<file path="src/rtl/hmem_arbiter_if.sv">
`default_nettype none
// ============================================================================
// Module   : hmem_arbiter_if
// Desc     : Bundles the icache, dcache and downstream hmem word-transaction
//            signals that meet at hmem_arbiter.
// Revision : 1.0  initial release
// ============================================================================
interface hmem_arbiter_if #(
    parameter int XLEN = 32
);
    logic            i_valid;
    logic [XLEN-1:0] i_addr;
    logic [XLEN-1:0] i_rdata;
    logic            i_done;

    logic            d_valid;
    logic            d_op;
    logic [XLEN-1:0] d_addr;
    logic [XLEN-1:0] d_wdata;
    logic [XLEN-1:0] d_rdata;
    logic            d_done;

    logic            hmem_valid;
    logic            hmem_op;
    logic [XLEN-1:0] hmem_addr;
    logic [XLEN-1:0] hmem_wdata;
    logic [XLEN-1:0] hmem_rdata;
    logic            hmem_done;

    // Arbiter side
    modport slave (
        input  i_valid, i_addr,
        output i_rdata, i_done,
        input  d_valid, d_op, d_addr, d_wdata,
        output d_rdata, d_done,
        output hmem_valid, hmem_op, hmem_addr, hmem_wdata,
        input  hmem_rdata, hmem_done
    );

    // Environment side: both cache controllers and the downstream memory
    modport master (
        output i_valid, i_addr,
        input  i_rdata, i_done,
        output d_valid, d_op, d_addr, d_wdata,
        input  d_rdata, d_done,
        input  hmem_valid, hmem_op, hmem_addr, hmem_wdata,
        output hmem_rdata, hmem_done
    );
endinterface
`default_nettype wire

</file>
<file path="src/rtl/hmem_arbiter.sv">
`default_nettype none
// ============================================================================
// Module   : hmem_arbiter
// Desc     : Shares one hmem port between icache and dcache, granting whole lines
//            (BEATS words). Define HMEM_ARB_DCACHE_PRIORITY_EN for dcache-wins ties.
// Revision : 1.0  initial release
// ============================================================================
module hmem_arbiter #(
    parameter int LINE_SIZE = 32,
    parameter int XLEN      = 32
) (
    input  wire logic     clk,
    input  wire logic     rst,
    hmem_arbiter_if.slave bus
);
    localparam int            BEATS      = LINE_SIZE * 8 / XLEN;
    localparam int            CW         = $clog2(BEATS);
    localparam logic [CW-1:0] c_LAST_CNT = CW'(BEATS - 1);

    typedef enum logic [1:0] {
        IDLE    = 2'd0,
        GRANT_I = 2'd1,
        GRANT_D = 2'd2
    } state_t;

    state_t        r_state;
    state_t        w_state_nxt;
    logic [CW-1:0] r_beat_cnt;
    logic [CW-1:0] w_beat_cnt_nxt;
    logic          w_pick_i;
    logic          w_pick_d;
    logic          w_own_valid;

`ifdef HMEM_ARB_DCACHE_PRIORITY_EN
    assign w_pick_d = bus.d_valid;
    assign w_pick_i = bus.i_valid & ~bus.d_valid;
`else
    logic r_rr_last;  // 1: dcache won the most recent grant

    assign w_pick_i = bus.i_valid & (~bus.d_valid | r_rr_last);
    assign w_pick_d = bus.d_valid & ~w_pick_i;

    always_ff @(posedge clk or posedge rst) begin
        if (rst) begin
            r_rr_last <= 1'b1;
        end else if (r_state == IDLE && (w_pick_i || w_pick_d)) begin
            r_rr_last <= w_pick_d;
        end
    end
`endif

    assign w_own_valid = (r_state == GRANT_I) ? bus.i_valid : bus.d_valid;

    always_ff @(posedge clk or posedge rst) begin
        if (rst) begin
            r_state    <= IDLE;
            r_beat_cnt <= '0;
        end else begin
            r_state    <= w_state_nxt;
            r_beat_cnt <= w_beat_cnt_nxt;
        end
    end

    always_comb begin
        w_state_nxt    = r_state;
        w_beat_cnt_nxt = r_beat_cnt;
        bus.hmem_valid = 1'b0;
        bus.hmem_op    = 1'b0;
        bus.hmem_addr  = '0;
        bus.hmem_wdata = '0;
        bus.i_rdata    = '0;
        bus.i_done     = 1'b0;
        bus.d_rdata    = '0;
        bus.d_done     = 1'b0;

        case (r_state)
            IDLE: begin
                if (w_pick_i) begin
                    w_state_nxt    = GRANT_I;
                    w_beat_cnt_nxt = c_LAST_CNT;
                end else if (w_pick_d) begin
                    w_state_nxt    = GRANT_D;
                    w_beat_cnt_nxt = c_LAST_CNT;
                end
            end
            GRANT_I: begin
                bus.hmem_valid = bus.i_valid;
                bus.hmem_addr  = bus.i_addr;
                bus.i_rdata    = bus.hmem_rdata;
                bus.i_done     = bus.hmem_done;
            end
            GRANT_D: begin
                bus.hmem_valid = bus.d_valid;
                bus.hmem_op    = bus.d_op;
                bus.hmem_addr  = bus.d_addr;
                bus.hmem_wdata = bus.d_wdata;
                bus.d_rdata    = bus.hmem_rdata;
                bus.d_done     = bus.hmem_done;
            end
            default: begin
                w_state_nxt = IDLE;
            end
        endcase

        // Line bookkeeping; a dropped valid with no completing word ends the grant
        if (r_state == GRANT_I || r_state == GRANT_D) begin
            if (bus.hmem_done) begin
                if (r_beat_cnt == '0) begin
                    w_state_nxt = IDLE;
                end else begin
                    w_beat_cnt_nxt = r_beat_cnt - 1'b1;
                end
            end else if (!w_own_valid) begin
                w_state_nxt = IDLE;
            end
        end
    end
endmodule
`default_nettype wire

</file>
<file path="src/flat_wrapper.sv">
// flat-port wrapper written by rule: the top's interface ports become plain ports
module hmem_arbiter_flat 
#(
    parameter int LINE_SIZE = 32,
    parameter int XLEN      = 32
)
  (clk, rst, bus_i_valid, bus_i_addr, bus_i_rdata, bus_i_done, bus_d_valid, bus_d_op, bus_d_addr, bus_d_wdata, bus_d_rdata, bus_d_done, bus_hmem_valid, bus_hmem_op, bus_hmem_addr, bus_hmem_wdata, bus_hmem_rdata, bus_hmem_done);
  hmem_arbiter_if #(.XLEN(XLEN)) bus_i ();
  input  wire logic clk;
  input  wire logic rst;
  input wire logic [$bits(bus_i.i_valid)-1:0] bus_i_valid;
  input wire logic [$bits(bus_i.i_addr)-1:0] bus_i_addr;
  output wire logic [$bits(bus_i.i_rdata)-1:0] bus_i_rdata;
  output wire logic [$bits(bus_i.i_done)-1:0] bus_i_done;
  input wire logic [$bits(bus_i.d_valid)-1:0] bus_d_valid;
  input wire logic [$bits(bus_i.d_op)-1:0] bus_d_op;
  input wire logic [$bits(bus_i.d_addr)-1:0] bus_d_addr;
  input wire logic [$bits(bus_i.d_wdata)-1:0] bus_d_wdata;
  output wire logic [$bits(bus_i.d_rdata)-1:0] bus_d_rdata;
  output wire logic [$bits(bus_i.d_done)-1:0] bus_d_done;
  output wire logic [$bits(bus_i.hmem_valid)-1:0] bus_hmem_valid;
  output wire logic [$bits(bus_i.hmem_op)-1:0] bus_hmem_op;
  output wire logic [$bits(bus_i.hmem_addr)-1:0] bus_hmem_addr;
  output wire logic [$bits(bus_i.hmem_wdata)-1:0] bus_hmem_wdata;
  input wire logic [$bits(bus_i.hmem_rdata)-1:0] bus_hmem_rdata;
  input wire logic [$bits(bus_i.hmem_done)-1:0] bus_hmem_done;
  assign bus_i.i_valid = bus_i_valid;
  assign bus_i.i_addr = bus_i_addr;
  assign bus_i_rdata = bus_i.i_rdata;
  assign bus_i_done = bus_i.i_done;
  assign bus_i.d_valid = bus_d_valid;
  assign bus_i.d_op = bus_d_op;
  assign bus_i.d_addr = bus_d_addr;
  assign bus_i.d_wdata = bus_d_wdata;
  assign bus_d_rdata = bus_i.d_rdata;
  assign bus_d_done = bus_i.d_done;
  assign bus_hmem_valid = bus_i.hmem_valid;
  assign bus_hmem_op = bus_i.hmem_op;
  assign bus_hmem_addr = bus_i.hmem_addr;
  assign bus_hmem_wdata = bus_i.hmem_wdata;
  assign bus_i.hmem_rdata = bus_hmem_rdata;
  assign bus_i.hmem_done = bus_hmem_done;
  hmem_arbiter #(.LINE_SIZE(LINE_SIZE), .XLEN(XLEN)) u_core (.clk(clk), .rst(rst), .bus(bus_i));
endmodule
</file>
<file path="config.mk">
export PLATFORM = sky130hd
export DESIGN_NAME = hmem_arbiter_flat
export DESIGN_NICKNAME = d
export VERILOG_FILES = /design/src/rtl/hmem_arbiter_if.sv /design/src/rtl/hmem_arbiter.sv /design/src/flat_wrapper.sv
export SDC_FILE = /design/constraint.sdc
export NUM_CORES = 1
export LEC_CHECK = 0
export ABC_CLOCK_PERIOD_IN_PS = 1850
export BUFFER_PORTS_ARGS = -buffer_cell sky130_fd_sc_hd__buf_2
export CAP_MARGIN = 10
export CELL_PAD_IN_SITES_DETAIL_PLACEMENT = 1
export CELL_PAD_IN_SITES_GLOBAL_PLACEMENT = 1
export CORE_MARGIN = 2
export CORE_UTILIZATION = 15
export DETAILED_ROUTE_END_ITERATION = 16
export PLACE_DENSITY_LB_ADDON = 0.3
export SYNTH_ARGS = -nofsm -noshare
export SYNTH_HDL_FRONTEND = slang
export SYNTH_SLANG_ARGS = --single-unit
</file>
<file path="constraint.sdc">
create_clock -name clk -period 1.85 [get_ports clk]
set_input_delay 0.0925 -clock clk [delete_from_list [all_inputs] [get_ports clk]]
set_output_delay 0.0925 -clock clk [all_outputs]
set_load 0.005 [all_outputs]
</file>
After elaboration in Yosys (flattened, before gate mapping)
Cells that the tools add are included.
- bits in registers: 6
- input bits: 134
- output and inout bits: 132
- logic and storage cells: 39
- add/subtract/negate cells: 1
- eq/ne operators: 2
- multiplexer cells: 22
- bitwise gates (word level): 5
- reductions and logical operators: 6
- operators with widths (operator ; number):
    32-bit two-way mux ; 3
    32-bit one-hot mux with 2 select lines ; 1
    3-bit two-way mux ; 6
    2-bit two-way mux ; 6
    1-bit two-way mux ; 4
    2-bit one-hot mux with 2 select lines ; 1
    3-bit zero test ; 1
    3-bit by 1-bit subtractor with 3-bit output, second input constant ; 1
    1-bit AND ; 2
    2-bit by 1-bit == test with 1-bit output, second input constant ; 1
    2-bit == test, second input constant ; 1
    2-bit zero test ; 1
    1-bit logical OR ; 2
    1-bit inverter ; 2
    1-bit one-hot mux with 2 select lines ; 1
    2-bit OR reduction ; 1
    1-bit logical AND ; 1
    1-bit OR ; 1

Depth between registers and ports, before layout
- depth after elaboration: 11
- mapped depth: 6
- gate-level depth less buffers: 5

Least setup slack after synthesis
No wires, ideal clock.
- path kind: reg-to-reg
- start: register u_core.r_state[0]
- end: register u_core.r_state[0]
- setup time: 0.136 ns
- data arrival time: 1.217 ns
- setup slack: 0.496 ns
- cell stages (with the launch flop): 6
- cell sequence: dfrtp_1 -> inv_1 -> ha_1 -> clkinv_1 -> a2111oi_2 -> nor3_1
- word-level cells in the longest chain between the ends: 6
- elaborated cells between the ends (all ways): 13
- RTL lines (element ; line ; source):
    start, declared ; hmem_arbiter.sv:26 ; state_t r_state;
    start signal, assigned ; hmem_arbiter.sv:59 ; r_state <= w_state_nxt;
    2-bit == test, or another cell as far along ; hmem_arbiter.sv:76, hmem_arbiter.sv:106 ;
    2-bit OR reduction (no line) / 2-bit two-way mux (equally long branches) ; n/a ;
    2-bit one-hot mux with 2 select lines ; hmem_arbiter.sv:76 ; case (r_state)
    2-bit two-way mux, on equally long branches ; hmem_arbiter.sv:113, hmem_arbiter.sv:108 ;
    2-bit two-way mux ; hmem_arbiter.sv:107 ; if (bus.hmem_done) begin
    2-bit two-way mux * ; hmem_arbiter.sv:106 ; if (r_state == GRANT_I || r_state == GRANT_D) begin
    via u_core.w_state_nxt[0] ; hmem_arbiter.sv:27 ; state_t w_state_nxt;
Mark *: on every way through the listed nets, which the timed path passes. The rest lies on a longest branch.
A chain may end at the register's enable or synchronous reset.

Final worst setup path
- start: register u_core.r_state[0]
- end: output bus_hmem_addr[3]
- word-level cells in the longest chain between the ends: 2
- elaborated cells between the ends (all ways): 3
- RTL lines (element ; line ; source):
    2-bit == test / 2-bit by 1-bit == test with 1-bit output (equally long branches) ; hmem_arbiter.sv:76 ;
    32-bit one-hot mux with 2 select lines * ; hmem_arbiter.sv:76 ;
    end, declared ; flat_wrapper.sv:23 ; output wire logic [$bits(bus_i.hmem_addr)-1:0] bus_hmem_addr;
Mark *: on every way between the ends. The rest lies on a longest branch, timed or not.

==> results.cfg <==
[global_route]
grt_use_met3 = 0.0202
grt_usage = 0.143
globalRouteOverflowTotal = 0
grt_max_degree = 59
grt_pass1_wl_um = 12000
grt_pass1_vias = 2291
use_met1 = 0.151
grt_antenna_before_repair = 0
met2_usage = 0.293
grt_busiest_layer = met2

[logic_synthesis]
syn_nets = 365
netlist_instances = 226
syn_avg_cell_area_um2 = 6.55
muxShareOfSynthArea = 0.00676
yosys.area.top_type = and2_1
synth_top_family_by_area = simple AND/OR/NAND/NOR gates
yosysWarnings = 0
ys_ff_latch = 6
synth.distinct_cells = 26
synth_xor_area_frac = 0
ys_seq_area_frac = 0.102
synth-simple-area-share = 0.535
syn_area_mm2 = 0.00148
synth_fa_ha_area_frac = 0.0422
synth_top_area_share = 0.418
synth.top_cells.by_area = and2_1 (42%), a22oi_1 (17%), nor2_1 (8.9%), dfrtp_1 (8.4%), ha_1 (4.2%)
synth_compound_area_frac = 0.228

[placed_design]
io_buffer_count = 265
place_hpwl_um = 7610
dp_slack_ns = 0.325
gp_congestion = 0.756

[clock_network]
cts_max_level = 1
cts_buffer_depth = 2
cts_sinks = 6
path_clk_slew_ns = 0.04
cts_tree = yes
cts_buffers = 3
clk-insertion-delay-late_ns = 0.23
root_buffer = clkbuf_8

[timing]
maxSlewHeadroom = 0.773
worst_slack_ns = 0.164
fin_skew_ns = 0.00597
worst_slew_pin_slew_ns = 0.340
final_max_slew_viol_count = 0
final.setup.tns_ns = 0
period_minus_slack_ns = 1.69
setup_violations = 0
fmax_mhz = 593
hold-worst-slack_ns = 0.132
finalCritPeriodShare = 0.912
rsz0062_at_grt = false
hold_violations = 0

[layout]
layout_common_cells = buf_2 (265), and2_1 (99), nor2_1 (35)
final_common_cell = buf_2
drive_above_1_share = 0.578
final_util = 0.311
nets = 621
antenna-diode-count = 0
syn_to_final_growth_pct = 103

[detailed_routing]
ant_nets = 0
drc_errors = 0
wire_per_inst_um = 14.3
drt-total-wl_um = 8780
drtIter0Drc = 47
vias = 2521
firstDrtPassIters = 4
viasPerCell = 4.11

[hold_path]
hp-class = in2reg

[die]
core_mm2 = 0.00968
die_y_um = 103
initial_core_util = 0.153
rows = 36
die_w_um = 103
dieArea_mm2 = 0.0107
ioPinCount = 266

[pwr]
leakage_nw = 1.86
powerDensity_mw_per_mm2 = 1130
irDropWorstVdd_uv = 607

[outcome]
outcome = finished clean

[critical_path]
start_kind = register
endpoint_kind = output pin
critPathKind = reg2out
worst_ep_arrival_time_ns = 1.59
path_max_fanout = 9
reg2reg_slack_ns = 0.39
cp.required_ns = 1.76

[job]
cap_violations = 0
-- flip-flops by register name, indices dropped and copies added (netlist names) --
register           count
u_core.r_beat_cnt      3
u_core.r_state         2
u_core.r_rr_last       1
-- kinds of logic (layout without fill, tap and decap cells) --
family	after synthesis	after routing
muxes	1	1
DFF	6	6
buffers and inverters	27	282
AOI/OAI and AO/OA	45	45
and+or+nand+nor	142	142
adders and majority gates	5	5
-- through the flow --
step / cells / total power, mW / instance area (um2)
floorplan: 226 / 1.88 / 1480
global placement: 609 / 3.19 / 2950
detailed placement: 609 / 3.26 / 2950
CTS: 614 / 3.47 / 3000
global route: 614 / 3.81 / 3010
finish: 614 / 3.41 / 3010
-- worst max-delay path, stage by stage (launching register included) --
cell      delay (ns)
dfrtp_1         0.37
inv_1           0.09
ha_1            0.33
clkinv_1        0.14
buf_4           0.20
nor2_1          0.11
buf_2           0.13
-- metal layers --
metal / share of wire / vias up
li1: - / 1257
met1: 0.35 / 1148
met2: 0.56 / 107
met3: 0.077 / 9
met4: 0.012 / 0
met5: 0 / -
-- what timing repair did --
| action | CTS | global route |
|---|---|---|
| hold buffers | 1 | 0 |
| gates resized for setup | 0 | 3 |
| endpoints found under the setup margin | 0 | 15 |
| setup buffers | 0 | 0 |
| endpoints found under the hold margin | 5 | 0 |
-- Yosys cell counts (all sizes together) --
library cell,count
and2,99
nor2,35
a22oi,33
clkbuf,13
buf,8
dfrtp,5
ha,5
inv,5
a21oi,3
a31oi,2
nand2,2
nand2b,2
nor2b,2
nor3,2
a2111oi,1
a211oi,1
a21o,1
a311oi,1
clkinv,1
dfstp,1
mux2i,1
o21a,1
o22ai,1
o32a,1
-- path summary, 6_finish.rpt --
check / startpoint / end / cells after the start
worst min-delay path: bus_i_valid / u_core.r_rr_last / 2
worst min register to register: u_core.r_beat_cnt[0] / u_core.r_beat_cnt[0] / 1
worst max register to register: u_core.r_state[0] / u_core.r_state[0] / 5
min in group asynchronous: rst / u_core.r_state[1] / 3
worst max-delay path: u_core.r_state[0] / bus_hmem_addr[3] / 6
max in group asynchronous: rst / u_core.r_rr_last / 3
-- power breakdown --
part           leakage, nW  internal [mW]  total, mW  switching, mW
clock               0.0228          0.149      0.213         0.0640
sequential          0.0648          0.199      0.241         0.0427
combinational         1.77           1.39       2.96           1.57
total                 1.86           1.73       3.41           1.68
-- cell type report --
type	instances	area (um2)
multi-input combinational	193	1210
sequential	6	151
clock buffer	4	45.0
inverter	6	22.5
timing repair buffer	272	1420
tap	133	166
fill	1308	6670
No activity file was read; power rests on OpenSTA's default activity.
